`src/rtl/hdmi_audio_arb.sv`:
```
// Two-requester round-robin audio sample arbiter feeding a small FIFO that is drained at the audio rate.
// Optional macro HDMI_AUDIO_UNDERRUN_CNT_EN builds the saturating underrun counter.
module hdmi_audio_arb #(
  parameter int PIXEL_CLOCK = 40000000,
  parameter int AUDIO_RATE  = 48000,
  parameter int DEPTH       = 4
) (
  input  logic        clk,
  input  logic        reset,
  input  logic        req0_valid,
  input  logic [15:0] req0_l,
  input  logic [15:0] req0_r,
  output logic        req0_ready,
  input  logic        req1_valid,
  input  logic [15:0] req1_l,
  input  logic [15:0] req1_r,
  output logic        req1_ready,
  output logic [15:0] audio0,
  output logic [15:0] audio1,
  output logic        sample_stb,
  output logic [7:0]  underrun_cnt
);

  localparam int DIV = PIXEL_CLOCK / AUDIO_RATE;
  localparam int DW  = (DIV > 1) ? $clog2(DIV) : 1;
  localparam logic [DW-1:0] DIV_MAX = DW'(DIV - 1);
  localparam int AW = $clog2(DEPTH);
  localparam int CW = AW + 1;
  localparam logic [CW-1:0] FULL_CNT = CW'(DEPTH);

  logic [DW-1:0] div_r;
  logic [AW-1:0] wptr_r;
  logic [AW-1:0] rptr_r;
  logic [CW-1:0] count_r;
  logic          last_grant_r;
  logic [31:0]   mem_r [DEPTH];
  logic [15:0]   audio0_r;
  logic [15:0]   audio1_r;
  logic          sample_stb_r;

  logic          tick_s;
  logic          full_s;
  logic          empty_s;
  logic          ready0_s;
  logic          ready1_s;
  logic          push_s;
  logic          pop_s;
  logic [31:0]   wdata_s;

  // Tick decode, FIFO status and round-robin grant.
  always_comb begin
    tick_s   = (div_r == DIV_MAX);
    full_s   = (count_r == FULL_CNT);
    empty_s  = (count_r == {CW{1'b0}});
    ready0_s = 1'b0;
    ready1_s = 1'b0;
    wdata_s  = 32'd0;
    if (!reset && req0_valid && !full_s && (!req1_valid || last_grant_r != 1'b0)) begin
      ready0_s = 1'b1;
    end else begin
      ready0_s = 1'b0;
    end
    if (!reset && req1_valid && !full_s && (!req0_valid || last_grant_r != 1'b1)) begin
      ready1_s = 1'b1;
    end else begin
      ready1_s = 1'b0;
    end
    if (ready0_s) begin
      wdata_s = {req0_l, req0_r};
    end else if (ready1_s) begin
      wdata_s = {req1_l, req1_r};
    end else begin
      wdata_s = 32'd0;
    end
    push_s = ready0_s | ready1_s;
    pop_s  = tick_s & ~empty_s;
  end

  // Audio-rate divider.
  always_ff @(posedge clk) begin
    if (reset) begin
      div_r <= {DW{1'b0}};
    end else if (tick_s) begin
      div_r <= {DW{1'b0}};
    end else begin
      div_r <= div_r + DW'(1);
    end
  end

  // FIFO storage; contents are don't-care until written.
  always_ff @(posedge clk) begin
    if (push_s) begin
      mem_r[wptr_r] <= wdata_s;
    end
  end

  // Pointers, occupancy and grant history.
  always_ff @(posedge clk) begin
    if (reset) begin
      wptr_r       <= {AW{1'b0}};
      rptr_r       <= {AW{1'b0}};
      count_r      <= {CW{1'b0}};
      last_grant_r <= 1'b1;
    end else begin
      if (push_s) begin
        wptr_r       <= wptr_r + AW'(1);
        last_grant_r <= ready1_s;
      end
      if (pop_s) begin
        rptr_r <= rptr_r + AW'(1);
      end
      case ({push_s, pop_s})
        2'b10:   count_r <= count_r + CW'(1);
        2'b01:   count_r <= count_r - CW'(1);
        default: count_r <= count_r;
      endcase
    end
  end

  // Output sample register and strobe; an underrun keeps the previous word.
  always_ff @(posedge clk) begin
    if (reset) begin
      audio0_r     <= 16'd0;
      audio1_r     <= 16'd0;
      sample_stb_r <= 1'b0;
    end else begin
      sample_stb_r <= tick_s;
      if (pop_s) begin
        audio0_r <= mem_r[rptr_r][31:16];
        audio1_r <= mem_r[rptr_r][15:0];
      end
    end
  end

`ifdef HDMI_AUDIO_UNDERRUN_CNT_EN
  logic [7:0] underrun_r;

  // Saturating count of ticks that found the FIFO empty.
  always_ff @(posedge clk) begin
    if (reset) begin
      underrun_r <= 8'd0;
    end else if (tick_s && empty_s && underrun_r != 8'hFF) begin
      underrun_r <= underrun_r + 8'd1;
    end
  end

  assign underrun_cnt = underrun_r;
`else
  assign underrun_cnt = 8'd0;
`endif

  assign req0_ready = ready0_s;
  assign req1_ready = ready1_s;
  assign audio0     = audio0_r;
  assign audio1     = audio1_r;
  assign sample_stb = sample_stb_r;

endmodule

```
`config.mk`:
```
export PLATFORM = sky130hd
export DESIGN_NAME = hdmi_audio_arb
export DESIGN_NICKNAME = d
export VERILOG_FILES = /design/src/rtl/hdmi_audio_arb.sv
export SDC_FILE = /design/constraint.sdc
export NUM_CORES = 1
export LEC_CHECK = 0
export CAP_MARGIN = 10
export CORE_ASPECT_RATIO = 0.9
export CORE_MARGIN = 8
export CORE_UTILIZATION = 58
export CTS_BUF_LIST = sky130_fd_sc_hd__clkbuf_4 sky130_fd_sc_hd__clkbuf_8 sky130_fd_sc_hd__clkbuf_16
export DETAILED_ROUTE_END_ITERATION = 10
export GPL_TIMING_DRIVEN = 0
export PLACE_DENSITY = 0.89
export SYNTH_ARGS = -nofsm -noshare
export SYNTH_HDL_FRONTEND = slang
export SYNTH_SLANG_ARGS = --single-unit
```
`constraint.sdc`:
```
create_clock -name clk -period 5.74 [get_ports clk]
set_clock_uncertainty 0.05 [all_clocks]
set_input_delay 1.722 -clock clk [delete_from_list [all_inputs] [get_ports clk]]
set_output_delay 1.722 -clock clk [all_outputs]
set_load 0.005 [all_outputs]
```
==> impl_metrics.env, run 1 <==
export IMPL_required_ns=3.97
export IMPL_synth_fa_ha_area_share_pct=1.51
export IMPL_clockBufferDepth=2
export IMPL_drc=0
export IMPL_min_delay_path_depth=2
export IMPL_synthTopCellsByArea="edfxtp_1, dfxtp_1, mux4_2"
export IMPL_grt_max_degree=33
export IMPL_grt_setup_unrepaired="false"
export IMPL_hold_path_class="flop to flop"
export IMPL_cts_repair_timing_setup_buffer_count=0
export IMPL_overflow=0
export IMPL_power_density_nw_per_um2=328
export IMPL_area_delta_synth_final_pct=27.1
export IMPL_antenna_found_initial=0
export IMPL_yosys_mux_area_fraction_pct=10.3
export IMPL_synth_top_family_by_area="multiplexers"
export IMPL_yosys_top_cells_count="edfxtp_1, nand2_1, dfxtp_1"
export IMPL_avgSynthCellArea_um2=15.3
export IMPL_leakage_uw=0.00309
export IMPL_initial_utilization_pct=59.2
export IMPL_startpoint_type="input port"
export IMPL_finalCritPeriodShare_pct=97.9
export IMPL_ys_warn_count=0
export IMPL_clockRootBuffer="clkbuf_16"
export IMPL_die_w_um=133
export IMPL_routedWlPerCell_um=22.2
export IMPL_routed_via_density=5.82
export IMPL_utilization_pct=75.2
export IMPL_synth_simple_gate_area_share_pct=7.24
export IMPL_htreeDepth=4
export IMPL_end_kind="output port"
export IMPL_boundaryPins=111
export IMPL_design_area_um2=9040
export IMPL_synth_edff_count=128
export IMPL_ys_async_sr_fraction_pct=0
export IMPL_wl_um=17000
export IMPL_hold_viol=0
export IMPL_worst_pin_slew_ns=0.946
export IMPL_placed_area_um2=8360
export IMPL_syn_area_um2=7120
export IMPL_io_buffers=101
export IMPL_grt_pass1_wl_um=26100
export IMPL_ir_worst_vdd_mv=0.244
export IMPL_synth_compound_area_share_pct=7.56
export IMPL_yosysTopAreaCell="edfxtp_1"
export IMPL_cp_arrival_ns=3.85
export IMPL_ys_seq_area_share_pct=68.3
export IMPL_clkTransAtPathRegs_ns=0.06
export IMPL_nFillCells=694
export IMPL_die_h_um=121
export IMPL_drive_gt1_share_pct=15.7
export IMPL_drtAntennaViolNets=0
export IMPL_num_vias=4449
export IMPL_n_antenna_cell=0
export IMPL_yosysMostFrequentCell="edfxtp_1"
export IMPL_drt_first_pass_iters=5
export IMPL_cts_sinks=179
export IMPL_critPathMaxFanout=10
export IMPL_setup_viol=0
export IMPL_first_iter_violations=410
export IMPL_netlist_area_leader_share_pct=54.0
export IMPL_fp_row_count=38
export IMPL_synthCells=464
export IMPL_core_region_area_um2=12000
export IMPL_track_usage_pct=21.5
export IMPL_cts_tree="yes"
export IMPL_synth_ff_type="edfxtp_1"
export IMPL_status="finished, final reports clean"
export IMPL_finalCriticalPeriod_ns=5.62
export IMPL_cts_resized_gates=0
export IMPL_clk_latency_ns=0.42
export IMPL_design_die_area_um2=16100
export IMPL_synth_xor_area_share_pct=1.48
export IMPL_layout_nets=667
export IMPL_drv_slew=0
export IMPL_fmax_mhz=178
export IMPL_ff2ff_path_depth=10
export IMPL_slew_headroom_pct=36.9
export IMPL_fin_tns_setup_ns=0
export IMPL_setup_worst_path_class="input port to output port"
export IMPL_postCtsHoldBufs=0
export IMPL_ys_seq_elements=179
export IMPL_cts_buffers=17
export IMPL_ys_types=35
export IMPL_drv_cap=0
export IMPL_hpwl_um=10700
export IMPL_grt_pass1_vias=4720
export IMPL_gp_congestion=0.788
[final cells by class]
class	instances	area [µm²]	share of cell area, %
inverters	13	48.8	0.540
clock buffers	20	448	4.95
well taps	160	200	2.21
plain buffers	35	204	2.26
clock inverters	12	235	2.60
repair buffers	101	1010	11.2
flip-flops and latches	179	4860	53.8
multi-input cells	244	2030	22.5
[state kept, by name (all words and copies together), names as in the netlist]
signal and cells:
rptr_r 2, audio0 16, last_grant_r 1, audio1 16, div_r 10, mem_r 128, sample_stb 1, wptr_r 2
count_r 3
[logic make-up (layout without fill, tap and decap cells)]
logic type / count (synthesis) / in the layout
compound gates: 73 / 73
xor+xnor: 12 / 12
fa+ha+maj: 8 / 8
buf+inv: 48 / 181
flops: 179 / 179
mux: 33 / 33
other cells: 1 / 8
simple gates: 110 / 110
[stage by stage]
| step | total power (µW) | std cells | hold slack, ns | worst slack [ns] |
|---|---|---|---|---|
| 5_1_grt | 3030 | 764 | 0.424 | 0.0301 |
| 3_5_place_dp | 1650 | 732 | 0.394 | 0.0623 |
| 2_1_floorplan | 1560 | 471 | 0.398 | 1.39 |
| 4_1_cts | 2960 | 764 | 0.402 | 0.0400 |
| 6_report | 2960 | 764 | 0.398 | 0.119 |
| 3_3_place_gp | 1640 | 732 | 0.390 | 0.0791 |
[power by group]
group	internal (µW)	switching, µW
clock	870	462
sequential	1440	16.7
combinational	88.8	89.3
[worst max-delay path: stages]
cell and delay, ns:
clkdlybuf4s50_1 0.54, inv_1 0.11, a2111oi_4 0.57, buf_2 0.35
clkdlybuf4s50_1 0.55
[final timing paths]
kind	start	end	slack (ns)
max reg2reg	div_r[0]$_SDFF_PP0_	count_r[2]$_SDFFE_PP0P_	3.21
min	audio0[12]$_SDFFE_PP0P_	audio0[12]$_SDFFE_PP0P_	0.40
min reg2reg	audio0[12]$_SDFFE_PP0P_	audio0[12]$_SDFFE_PP0P_	0.40
max	req1_valid	req1_ready	0.12
[per-layer routing]
layer / vias to the layer above / GRT usage, % / share of wire (%)
met5: - / 0 / 0
met4: 0 / 10.1 / 2.4
met3: 32 / 5.46 / 6.9
met2: 209 / 36.4 / 51
met1: 2224 / 25.6 / 40
li1: 1984 / - / -
[cell usage in the layout, fill, tap and decap left out, drive strengths merged, types with 5 or more instances in the layout]
| cell | Yosys | layout |
|---|---|---|
| xor2 | 7 | 7 |
| bufinv | 0 | 7 |
| nor2 | 19 | 19 |
| and2 | 5 | 5 |
| clkdlybuf4s50 | 0 | 101 |
| mux4 | 32 | 32 |
| xnor2 | 5 | 5 |
| dfxtp | 51 | 51 |
| nand2 | 66 | 66 |
| edfxtp | 128 | 128 |
| nand3 | 5 | 5 |
| buf | 22 | 22 |
| ha | 7 | 7 |
| clkbuf | 13 | 33 |
| a22o | 32 | 32 |
| conb | 1 | 8 |
| a21oi | 35 | 35 |
| inv | 13 | 13 |
| clkinv | 0 | 5 |
No activity file was read; power rests on OpenSTA's default activity.
==> run 2: changes to the inputs <==
- CORE_UTILIZATION: 58 -> 65
- DONT_BUFFER_PORTS: default -> 1
- PLACE_DENSITY: 0.89 -> 0.85
==> run 2 against run 1 <==
  * Combinational power fell by 29%
  * Global-route usage decreased by 0.32 points
  * Non-clock buffer count is 101 lower
==> impl_metrics.env, run 2 (synthesis gave the netlist of run 1 again) <==
export IMPL_required_ns=3.97
export IMPL_startpoint_type="input port"
export IMPL_worst_pin_slew_ns=0.912
export IMPL_finalCriticalPeriod_ns=4.72
export IMPL_fp_row_count=36
export IMPL_io_buffers=0
export IMPL_die_w_um=126
export IMPL_overflow=0
export IMPL_hpwl_um=9370
export IMPL_first_iter_violations=351
export IMPL_slew_headroom_pct=39.2
export IMPL_drtAntennaViolNets=0
export IMPL_drc=0
export IMPL_min_delay_path_depth=2
export IMPL_fin_tns_setup_ns=0
export IMPL_hold_viol=0
export IMPL_ff2ff_path_depth=9
export IMPL_hold_path_class="flop to flop"
export IMPL_slowest_stage="a2111oi_4"
export IMPL_clockBufferDepth=2
export IMPL_utilization_pct=73.4
export IMPL_largest_reg_flops=128
export IMPL_drt_first_pass_iters=5
export IMPL_die_h_um=115
export IMPL_worst_slack_ns=1.02
export IMPL_antenna_found_initial=0
export IMPL_core_region_area_um2=10800
export IMPL_critical_path_max_stage_delay_ns=0.66
export IMPL_routed_via_density=6.19
export IMPL_clk_latency_ns=0.43
export IMPL_htreeDepth=4
export IMPL_path_depth=3
export IMPL_postCtsHoldBufs=0
export IMPL_setup_viol=0
export IMPL_finalCritPeriodShare_pct=82.2
export IMPL_drive_gt1_share_pct=19.1
export IMPL_cts_sinks=179
export IMPL_cts_resized_gates=0
export IMPL_grt_setup_unrepaired="false"
export IMPL_critPathTopFamily="compound AO/OA/AOI/OAI gates"
export IMPL_clockRootBuffer="clkbuf_16"
export IMPL_placed_area_um2=7320
export IMPL_routedWlPerCell_um=22.9
export IMPL_cpMostUsedCell="buf_2"
export IMPL_cp_num_buf_inv=2
export IMPL_cts_buffers=17
export IMPL_n_antenna_cell=0
export IMPL_end_kind="output port"
export IMPL_boundaryPins=111
export IMPL_initial_utilization_pct=66.1
export IMPL_critPathMaxFanout=10
export IMPL_wl_um=14600
export IMPL_area_delta_synth_final_pct=11.1
export IMPL_dp_slack_ns=0.997
export IMPL_nFillCells=641
export IMPL_setup_worst_path_class="input port to output port"
export IMPL_drv_cap=0
export IMPL_layout_commonest_cell="edfxtp_1"
export IMPL_track_usage_pct=21.2
export IMPL_cts_repair_timing_setup_buffer_count=0
export IMPL_largest_register="mem_r"
export IMPL_grt_pass1_wl_um=22600
export IMPL_layout_nets=566
export IMPL_clkTransAtPathRegs_ns=0.07
export IMPL_grt_pass1_vias=4187
export IMPL_ir_worst_vdd_mv=0.313
export IMPL_mostFrequentLayoutCells="edfxtp_1, nand2_1, dfxtp_1"
export IMPL_power_density_nw_per_um2=345
export IMPL_status="finished, final reports clean"
export IMPL_drv_slew=0
export IMPL_fmax_mhz=212
export IMPL_leakage_uw=0.00265
export IMPL_crit_chain="buf_2, a2111oi_4, buf_2"
export IMPL_cts_tree="yes"
export IMPL_cp_arrival_ns=2.95
export IMPL_design_die_area_um2=14600
export IMPL_design_area_um2=7910
export IMPL_grt_max_degree=33
export IMPL_gp_congestion=0.738
export IMPL_num_vias=3934
## run 2: changes by cell type in the layout (fill, tap and decap cells not counted)
cell             delta
clkdlybuf4s50_1   -101
clkbuf_4            -3
clkinv_1            -1
clkbuf_8            +1
inv_6               +5
clkinvlp_4          +4
clkinv_2            -1
bufinv_16           -5
## run 2: path summary, 6_finish.rpt
| check | from | end | slack (ns) |
|---|---|---|---|
| min | audio0[7]$_SDFFE_PP0P_ | audio0[7]$_SDFFE_PP0P_ | 0.42 |
| min reg2reg | audio0[7]$_SDFFE_PP0P_ | audio0[7]$_SDFFE_PP0P_ | 0.42 |
| max reg2reg | count_r[2]$_SDFFE_PP0P_ | count_r[2]$_SDFFE_PP0P_ | 3.24 |
| max | reset | req0_ready | 1.02 |
## run 2: metal layers
| metal | wire (µm) | GRT usage [%] | up-vias |
|---|---|---|---|
| li1 | - | - | 1781 |
| met1 | 5700 | 24.2 | 1963 |
| met2 | 7420 | 35.0 | 161 |
| met3 | 1080 | 7.00 | 29 |
| met4 | 396 | 11.9 | 0 |
| met5 | 0 | 0 | - |
## run 2: tightest hold or removal path, delay by kind of cell (launching register included)
| family | cells | cell delay, ns |
|---|---|---|
| AND/OR/NAND/NOR | 1 | 0.06 |
| flip-flops | 1 | 0.33 |
| AO/OA/AOI/OAI | 1 | 0.05 |
## run 2: final cells by class
class,instances,area (µm²),share of cell area (%)
plain buffers,35,204,2.58
clock buffers,18,439,5.56
clock inverters,14,150,1.90
inverters,13,48.8,0.617
multi-input cells,244,2030,25.7
flip-flops and latches,179,4860,61.5
well taps,133,166,2.11
## run 2: through the flow
step / std cells / power [µW] / hold slack (ns)
floorplan: 471 / 1560 / 0.398
global placement: 604 / 1590 / 0.417
detailed placement: 604 / 1600 / 0.422
CTS: 636 / 2740 / 0.430
global route: 636 / 2810 / 0.455
finish: 636 / 2730 / 0.423
## run 2: where the power goes
group / switching [µW] / internal, µW / total (µW) / leakage, µW
registers: 15.3 / 1430 / 1450 / 0.00160
logic: 77.1 / 48.5 / 126 / 0.000773
clock network: 495 / 656 / 1150 / 0.000275
